<file path="src/rtl/pwm_gen_multi_if.sv">
// rtl/pwm_gen_multi_if.sv - control inputs and PWM outputs of pwm_gen_multi
interface pwm_gen_multi_if #(
    parameter int CHANNELS = 4,
    parameter int RES      = 4,
    parameter int DIV_W    = 6
);
    logic                    ena;
    logic [DIV_W-1:0]        divisor;
    logic [CHANNELS-1:0]     increase_duty;
    logic [CHANNELS-1:0]     decrease_duty;
    logic [CHANNELS-1:0]     pwm_out;
    logic                    period_start;
    logic [CHANNELS*RES-1:0] duty_q;

    modport master (
        output ena, divisor, increase_duty, decrease_duty,
        input  pwm_out, period_start, duty_q
    );

    modport slave (
        input  ena, divisor, increase_duty, decrease_duty,
        output pwm_out, period_start, duty_q
    );
endinterface

</file>
<file path="src/rtl/pwm_gen_multi.sv">
// rtl/pwm_gen_multi.sv - multi-channel PWM with shared prescaler, debounced duty buttons
// PWM_CENTER_ALIGN_EN selects up-down (centre-aligned) counting instead of a sawtooth.
module pwm_gen_multi #(
    parameter int CHANNELS  = 4,
    parameter int RES       = 4,
    parameter int PERIOD    = 10,
    parameter int DIV_W     = 6,
    parameter int DEB_TICKS = 2,
    parameter int DUTY_INIT = 5
) (
    input  logic            clk,
    input  logic            rst_n,
    pwm_gen_multi_if.slave  bus
);
    localparam int               DEB_W    = (DEB_TICKS > 1) ? $clog2(DEB_TICKS) : 1;
    localparam logic [RES-1:0]   PERIOD_V = RES'(PERIOD);
    localparam logic [RES-1:0]   LAST_V   = RES'(PERIOD - 1);
    localparam logic [RES-1:0]   INIT_V   = RES'(DUTY_INIT);
    localparam logic [DEB_W-1:0] DEB_LAST = DEB_W'(DEB_TICKS - 1);

    logic [DIV_W-1:0] div_cnt;
    logic             tick;

    // >= rather than == so a divisor lowered below div_cnt still ticks next cycle
    assign tick = bus.ena && (div_cnt >= bus.divisor);

    always_ff @(posedge clk or negedge rst_n) begin
        if (!rst_n) begin
            div_cnt <= '0;
        end else if (bus.ena) begin
            div_cnt <= tick ? '0 : div_cnt + 1'b1;
        end
    end

    logic [RES-1:0] cnt;
    logic [RES-1:0] cnt_next;
    logic           boundary;

`ifdef PWM_CENTER_ALIGN_EN
    typedef enum logic {DIR_UP, DIR_DOWN} dir_t;
    dir_t dir, dir_next;

    always_ff @(posedge clk or negedge rst_n) begin
        if (!rst_n) begin
            dir <= DIR_UP;
        end else begin
            dir <= dir_next;
        end
    end

    // each end value is held for two ticks; the boundary is the turn at the bottom
    always_comb begin
        cnt_next = cnt;
        dir_next = dir;
        boundary = 1'b0;
        if (tick) begin
            unique case (dir)
                DIR_UP: begin
                    if (cnt == LAST_V) dir_next = DIR_DOWN;
                    else               cnt_next = cnt + 1'b1;
                end
                DIR_DOWN: begin
                    if (cnt == '0) begin
                        dir_next = DIR_UP;
                        boundary = 1'b1;
                    end else begin
                        cnt_next = cnt - 1'b1;
                    end
                end
                default: dir_next = DIR_UP;
            endcase
        end
    end
`else
    always_comb begin
        cnt_next = cnt;
        boundary = 1'b0;
        if (tick) begin
            if (cnt == LAST_V) begin
                cnt_next = '0;
                boundary = 1'b1;
            end else begin
                cnt_next = cnt + 1'b1;
            end
        end
    end
`endif

    logic period_start_q;

    always_ff @(posedge clk or negedge rst_n) begin
        if (!rst_n) begin
            cnt            <= '0;
            period_start_q <= 1'b0;
        end else begin
            cnt            <= cnt_next;
            period_start_q <= boundary;
        end
    end

    logic [DEB_W-1:0]    deb_cnt;
    logic                strobe;
    logic [CHANNELS-1:0] inc_s1, inc_s2, dec_s1, dec_s2;
    logic [CHANNELS-1:0] inc_req, dec_req;

    assign strobe = tick && (deb_cnt == DEB_LAST);

    always_ff @(posedge clk or negedge rst_n) begin
        if (!rst_n) begin
            deb_cnt <= '0;
            inc_s1  <= '0;
            inc_s2  <= '0;
            dec_s1  <= '0;
            dec_s2  <= '0;
        end else begin
            if (tick) begin
                deb_cnt <= strobe ? '0 : deb_cnt + 1'b1;
            end
            if (strobe) begin
                inc_s1 <= bus.increase_duty;
                inc_s2 <= inc_s1;
                dec_s1 <= bus.decrease_duty;
                dec_s2 <= dec_s1;
            end
        end
    end

    // rising edge across two samples: a held button yields a single request
    assign inc_req = {CHANNELS{strobe}} & inc_s1 & ~inc_s2;
    assign dec_req = {CHANNELS{strobe}} & dec_s1 & ~dec_s2;

    logic [CHANNELS-1:0][RES-1:0] duty_sh, duty_sh_next;
    logic [CHANNELS-1:0][RES-1:0] duty_act, duty_act_next;
    logic [CHANNELS-1:0]          pwm_q, pwm_next;

    always_comb begin
        duty_sh_next  = duty_sh;
        duty_act_next = duty_act;
        pwm_next      = '0;
        for (int i = 0; i < CHANNELS; i++) begin
            if (boundary) begin
                duty_act_next[i] = duty_sh[i];
            end
            if (inc_req[i] && !dec_req[i] && (duty_sh[i] != PERIOD_V)) begin
                duty_sh_next[i] = duty_sh[i] + 1'b1;
            end else if (dec_req[i] && !inc_req[i] && (duty_sh[i] != '0)) begin
                duty_sh_next[i] = duty_sh[i] - 1'b1;
            end
            // compare against next-state values so the output edge lines up with the counter
            pwm_next[i] = bus.ena && (cnt_next < duty_act_next[i]);
        end
    end

    always_ff @(posedge clk or negedge rst_n) begin
        if (!rst_n) begin
            duty_sh  <= {CHANNELS{INIT_V}};
            duty_act <= {CHANNELS{INIT_V}};
            pwm_q    <= '0;
        end else begin
            duty_sh  <= duty_sh_next;
            duty_act <= duty_act_next;
            pwm_q    <= pwm_next;
        end
    end

    assign bus.pwm_out      = pwm_q;
    assign bus.period_start = period_start_q;
    assign bus.duty_q       = duty_act;

endmodule
</file>
<file path="src/flat_wrapper.sv">
// flat-port wrapper written by rule: the top's interface ports become plain ports
module pwm_gen_multi_flat 
#(
    parameter int CHANNELS  = 4,
    parameter int RES       = 4,
    parameter int PERIOD    = 10,
    parameter int DIV_W     = 6,
    parameter int DEB_TICKS = 2,
    parameter int DUTY_INIT = 5
)
  (clk, rst_n, bus_ena, bus_divisor, bus_increase_duty, bus_decrease_duty, bus_pwm_out, bus_period_start, bus_duty_q);
  pwm_gen_multi_if #(.CHANNELS(CHANNELS), .RES(RES), .DIV_W(DIV_W)) bus_i ();
  input  logic clk;
  input  logic rst_n;
  input wire logic [$bits(bus_i.ena)-1:0] bus_ena;
  input wire logic [$bits(bus_i.divisor)-1:0] bus_divisor;
  input wire logic [$bits(bus_i.increase_duty)-1:0] bus_increase_duty;
  input wire logic [$bits(bus_i.decrease_duty)-1:0] bus_decrease_duty;
  output wire logic [$bits(bus_i.pwm_out)-1:0] bus_pwm_out;
  output wire logic [$bits(bus_i.period_start)-1:0] bus_period_start;
  output wire logic [$bits(bus_i.duty_q)-1:0] bus_duty_q;
  assign bus_i.ena = bus_ena;
  assign bus_i.divisor = bus_divisor;
  assign bus_i.increase_duty = bus_increase_duty;
  assign bus_i.decrease_duty = bus_decrease_duty;
  assign bus_pwm_out = bus_i.pwm_out;
  assign bus_period_start = bus_i.period_start;
  assign bus_duty_q = bus_i.duty_q;
  pwm_gen_multi #(.CHANNELS(CHANNELS), .RES(RES), .PERIOD(PERIOD), .DIV_W(DIV_W), .DEB_TICKS(DEB_TICKS), .DUTY_INIT(DUTY_INIT)) u_core (.clk(clk), .rst_n(rst_n), .bus(bus_i));
endmodule
</file>
<file path="config.mk">
export PLATFORM = sky130hd
export DESIGN_NAME = pwm_gen_multi_flat
export DESIGN_NICKNAME = d
export VERILOG_FILES = /design/src/rtl/pwm_gen_multi_if.sv /design/src/rtl/pwm_gen_multi.sv /design/src/flat_wrapper.sv
export SDC_FILE = /design/constraint.sdc
export NUM_CORES = 1
export LEC_CHECK = 0
export CORE_ASPECT_RATIO = 1.4
export CORE_MARGIN = 4
export CORE_UTILIZATION = 52
export DETAILED_ROUTE_END_ITERATION = 7
export HOLD_SLACK_MARGIN = 0.15
export PLACE_DENSITY = 0.79
export SLEW_MARGIN = 20
export SYNTH_ARGS = -nofsm -noshare
export SYNTH_HDL_FRONTEND = slang
export SYNTH_SLANG_ARGS = --single-unit
</file>
<file path="constraint.sdc">
create_clock -name clk -period 2.6 [get_ports clk]
set_input_delay 0.52 -clock clk [delete_from_list [all_inputs] [get_ports clk]]
set_output_delay 0.52 -clock clk [all_outputs]
set_load 0.02 [all_outputs]
</file>
==> results.md <==
* Most common cell on crit path: a21o_1
* Cells after synthesis at 318
* Crit path DAT at 3.04 ns
* Clock root cell: clkbuf_8
* Remaining DRCs at 0
* Critical Path RT at 2.87 ns
* Crit-path slowest cell: ha_1
* Status: complete, but fails checks
* Synth warn at 0
* Fill cells at 473
* All-Layer GR Usage at 21.01%
* # H-tree levels at 3
* Via-to-Cell Ratio at 5.452
* Diode count at 0
* Syn Area/Cell at 11.88 um^2
* Final wirelength at 8.487 mm
* Post-synth top flop: dfrtp_1
* Final setup violation count at 8
* ANT nets after route at 0
* Core area at around 7000 um^2
* Post-synth EDFFs at 0
* Sink Count at 64
* First-pass GRT wire length at ~14 mm
* Failing checks: negative setup slack
* Drt pass-1 iters at 4
* Crit path cell chain: dlygate4sd2_1, ha_4, nand2b_4, a21o_1, a21o_1, buf_6, nand4_1, buf_4, mux2i_2, ha_1, a21o_1, a211o_1, a21oi_2
* Per-cell routed wire length at roughly 16 um
* Starting DRT DRC Count at 155
* P per Cell Area at 1040 nW/um^2
* Most common cell after layout, fill and taps aside: buf_4
* RSZ-0062 raised after global routing: yes
* Clk pin slew, worst setup/hold paths at 0.07 ns
* Setup TNS at -0.9967 ns
* Pins Over Slew Limit at 0
* HP Class: in2async
* Post-route minimum period at 2.770 ns
* IO Count at 38
* Die area at roughly 8700 um^2
* CP delay by family, top: compound AO/OA/AOI/OAI gates
* Num CTS Buffers at 9
* Leak at 0.002408 uW
* Largest net degree at the start of global routing at 65
* Initial Util at a little over half
* Synth Register Bits at 64
* CTS tree: built
* Number of port buffers at 37
* CTS Hold Buffers Added at 0
* Crit path buf inv count at 3
* Final clock period utilization by the worst path at 106.6%
* Worst skew pair latency at between 0.3 and 0.4 ns
* Fraction of layout cells with a size suffix above 1 at 46.62%
* Routability congestion estimate at approximately 0.82
* Initial antenna violation count at 0
* Synthesized net count at 366
* Nets at about 470
* Final Hold Viols at 0
* Max-slew headroom at ~63%
* Area growth syn-to-layout at 39.24%
* Hpwl dp at 5.874 mm
* Cell Area, Synth at around 3800 um^2
* Critical path type: in2reg
* Chip Width at 80.05 um
* Via count at 2857
* Clock skew at 0.007263 ns
* Worst-Margin Slew at 0.5538 ns
* Worst path max stage delay at 0.27 ns
* Commonest non-fill, non-tap cells in the layout: 56 x buf_4, 48 x dfrtp_1, 43 x mux2_2
* Max_cap viols at 0
* Startpoint types: input pin
* Post-synth ARST share at 100.0%
* Aggregate global routing overflow at 0
* Post-route worst setup slack at -0.1703 ns
* Worst r2r dst: u_core.bus.pwm_out[2]
* WHS at 0.1580 ns
* Reg2reg path depth at 13
* Synth unique cells at 42
* Max IR drop VDD at 0.6234 mV
* Clock buffer depth at 2
* CP Capture Type: flip-flop
* Reg-to-Reg Start: u_core.div_cnt[0]
* Worst-path maximum fanout at 5
* Die outline height at between 100 and 150 um
* Vias in the first global route at between 3000 and 4000
* FMAX at 0.3610 GHz
* Row count at 36
* Total power at 5472 uW
* R2R Setup Slk at -0.16 ns
* Seq/Total Area, Yosys at between 40 and 50%
-- how the worst max path moves through the flow --
stage	start	to	slack, ns	depth (start not counted)
3_5_place_dp	bus_divisor[0]	u_core.bus.pwm_out[3]	-0.78	13
2_1_floorplan	bus_divisor[0]	u_core.duty_sh[15]	-0.10	12
4_1_cts	u_core.div_cnt[0]	u_core.bus.pwm_out[3]	-0.13	13
5_1_grt	u_core.div_cnt[5]	u_core.duty_sh[3]	-0.23	13
6_report	bus_divisor[0]	u_core.bus.pwm_out[2]	-0.17	13
3_3_place_gp	bus_divisor[0]	u_core.bus.pwm_out[1]	-0.71	13
-- through the flow --
| step | cells | worst slack (ns) | area [um^2] | utilization [%] |
|---|---|---|---|---|
| 2_1_floorplan | 318 | -0.1040 | 3978 | - |
| 3_3_place_gp | 492 | -0.7069 | 4801 | 68.32 |
| 3_5_place_dp | 492 | -0.7757 | 4801 | 68.32 |
| 4_1_cts | 518 | -0.1327 | 5151 | 73.31 |
| 5_1_grt | 524 | -0.2342 | 5261 | 74.88 |
| 6_report | 524 | -0.1703 | 5261 | 74.88 |
-- cells by family (layout without fill, tap and decap cells) --
group | count (synthesis) | in the layout | synth area share (%)
fa+ha+maj | 31 | 31 | 11.06
mux | 61 | 61 | 17.62
xor+xnor | 17 | 17 | 3.940
simple gates | 69 | 69 | 11.33
compound gates | 54 | 54 | 10.33
buf+inv | 22 | 133 | 2.815
flops | 64 | 64 | 42.91
-- registers in the layout (all words and copies together) (netlist names) --
register / flops
u_core.bus.pwm_out: 4
u_core.deb_cnt: 1
u_core.cnt: 4
u_core.inc_s1: 4
u_core.duty_sh: 16
u_core.dec_s2: 4
u_core.dec_s1: 4
u_core.bus.period_start: 1
u_core.div_cnt: 6
u_core.bus.duty_q: 16
u_core.inc_s2: 4
-- power by group --
group	total (uW)	switching, uW	internal, uW
Sequential	1880	466	1420
Combinational	2720	1220	1510
Clock	864	371	493
-- worst reg2reg max path: stages (launching register included) --
cell and delay, ns:
dfrtp_1 0.39, inv_2 0.08, ha_4 0.19, nand2b_4 0.13, a21o_1 0.17, a21o_1 0.22
buf_6 0.14, nand4_1 0.16, buf_4 0.17, mux2i_2 0.22, ha_1 0.27, a21o_1 0.16
a211o_1 0.27, a21oi_2 0.12
-- cells in the mapped netlist, types with 5 or more instances --
| cell | number | share of area, % |
|---|---|---|
| dfrtp_1 | 48 | 32 |
| dfstp_2 | 16 | 11 |
| a21oi_1 | 15 | 2.0 |
| a21o_1 | 10 | 2.0 |
| o21ai_0 | 7 | 0.93 |
| ha_1 | 27 | 8.9 |
| nor2_1 | 8 | 0.79 |
| mux2_2 | 44 | 13 |
| nand3_1 | 11 | 1.5 |
| nand2_1 | 11 | 1.1 |
| mux2i_1 | 17 | 4.5 |
| xor2_1 | 13 | 3.0 |
| inv_1 | 13 | 1.3 |
| nor2b_1 | 5 | 0.83 |
-- metal layers --
| metal | up-vias | share of wire, % | routed length [um] | global-route usage [%] |
|---|---|---|---|---|
| met5 | - | 0 | 0 | 0 |
| met4 | 0 | 2.4 | 200 | 9.541 |
| met3 | 14 | 3.0 | 251 | 5.041 |
| met2 | 58 | 55 | 4676 | 37.80 |
| met1 | 1417 | 40 | 3358 | 23.06 |
| li1 | 1368 | - | - | - |
-- area by class of cell --
cell class	count	area, um^2	share of cell area (%)
flip-flops and latches	64	1622	30.82
well taps	95	118.9	2.259
clock buffers	13	158.9	3.020
inverters	13	48.80	0.9275
multi-input cells	232	2345	44.57
repair buffers	104	928.4	17.65
clock inverters	3	40.04	0.7610
-- what timing repair did --
| action | 4_1_cts | 5_1_grt |
|---|---|---|
| endpoints found under the hold margin | 0 | 0 |
| pin swaps | 31 | 22 |
| setup buffers | 10 | 6 |
| resized for setup | 23 | 15 |
| endpoints found under the setup margin | 16 | 13 |
(Power assumes the default switching activity.)
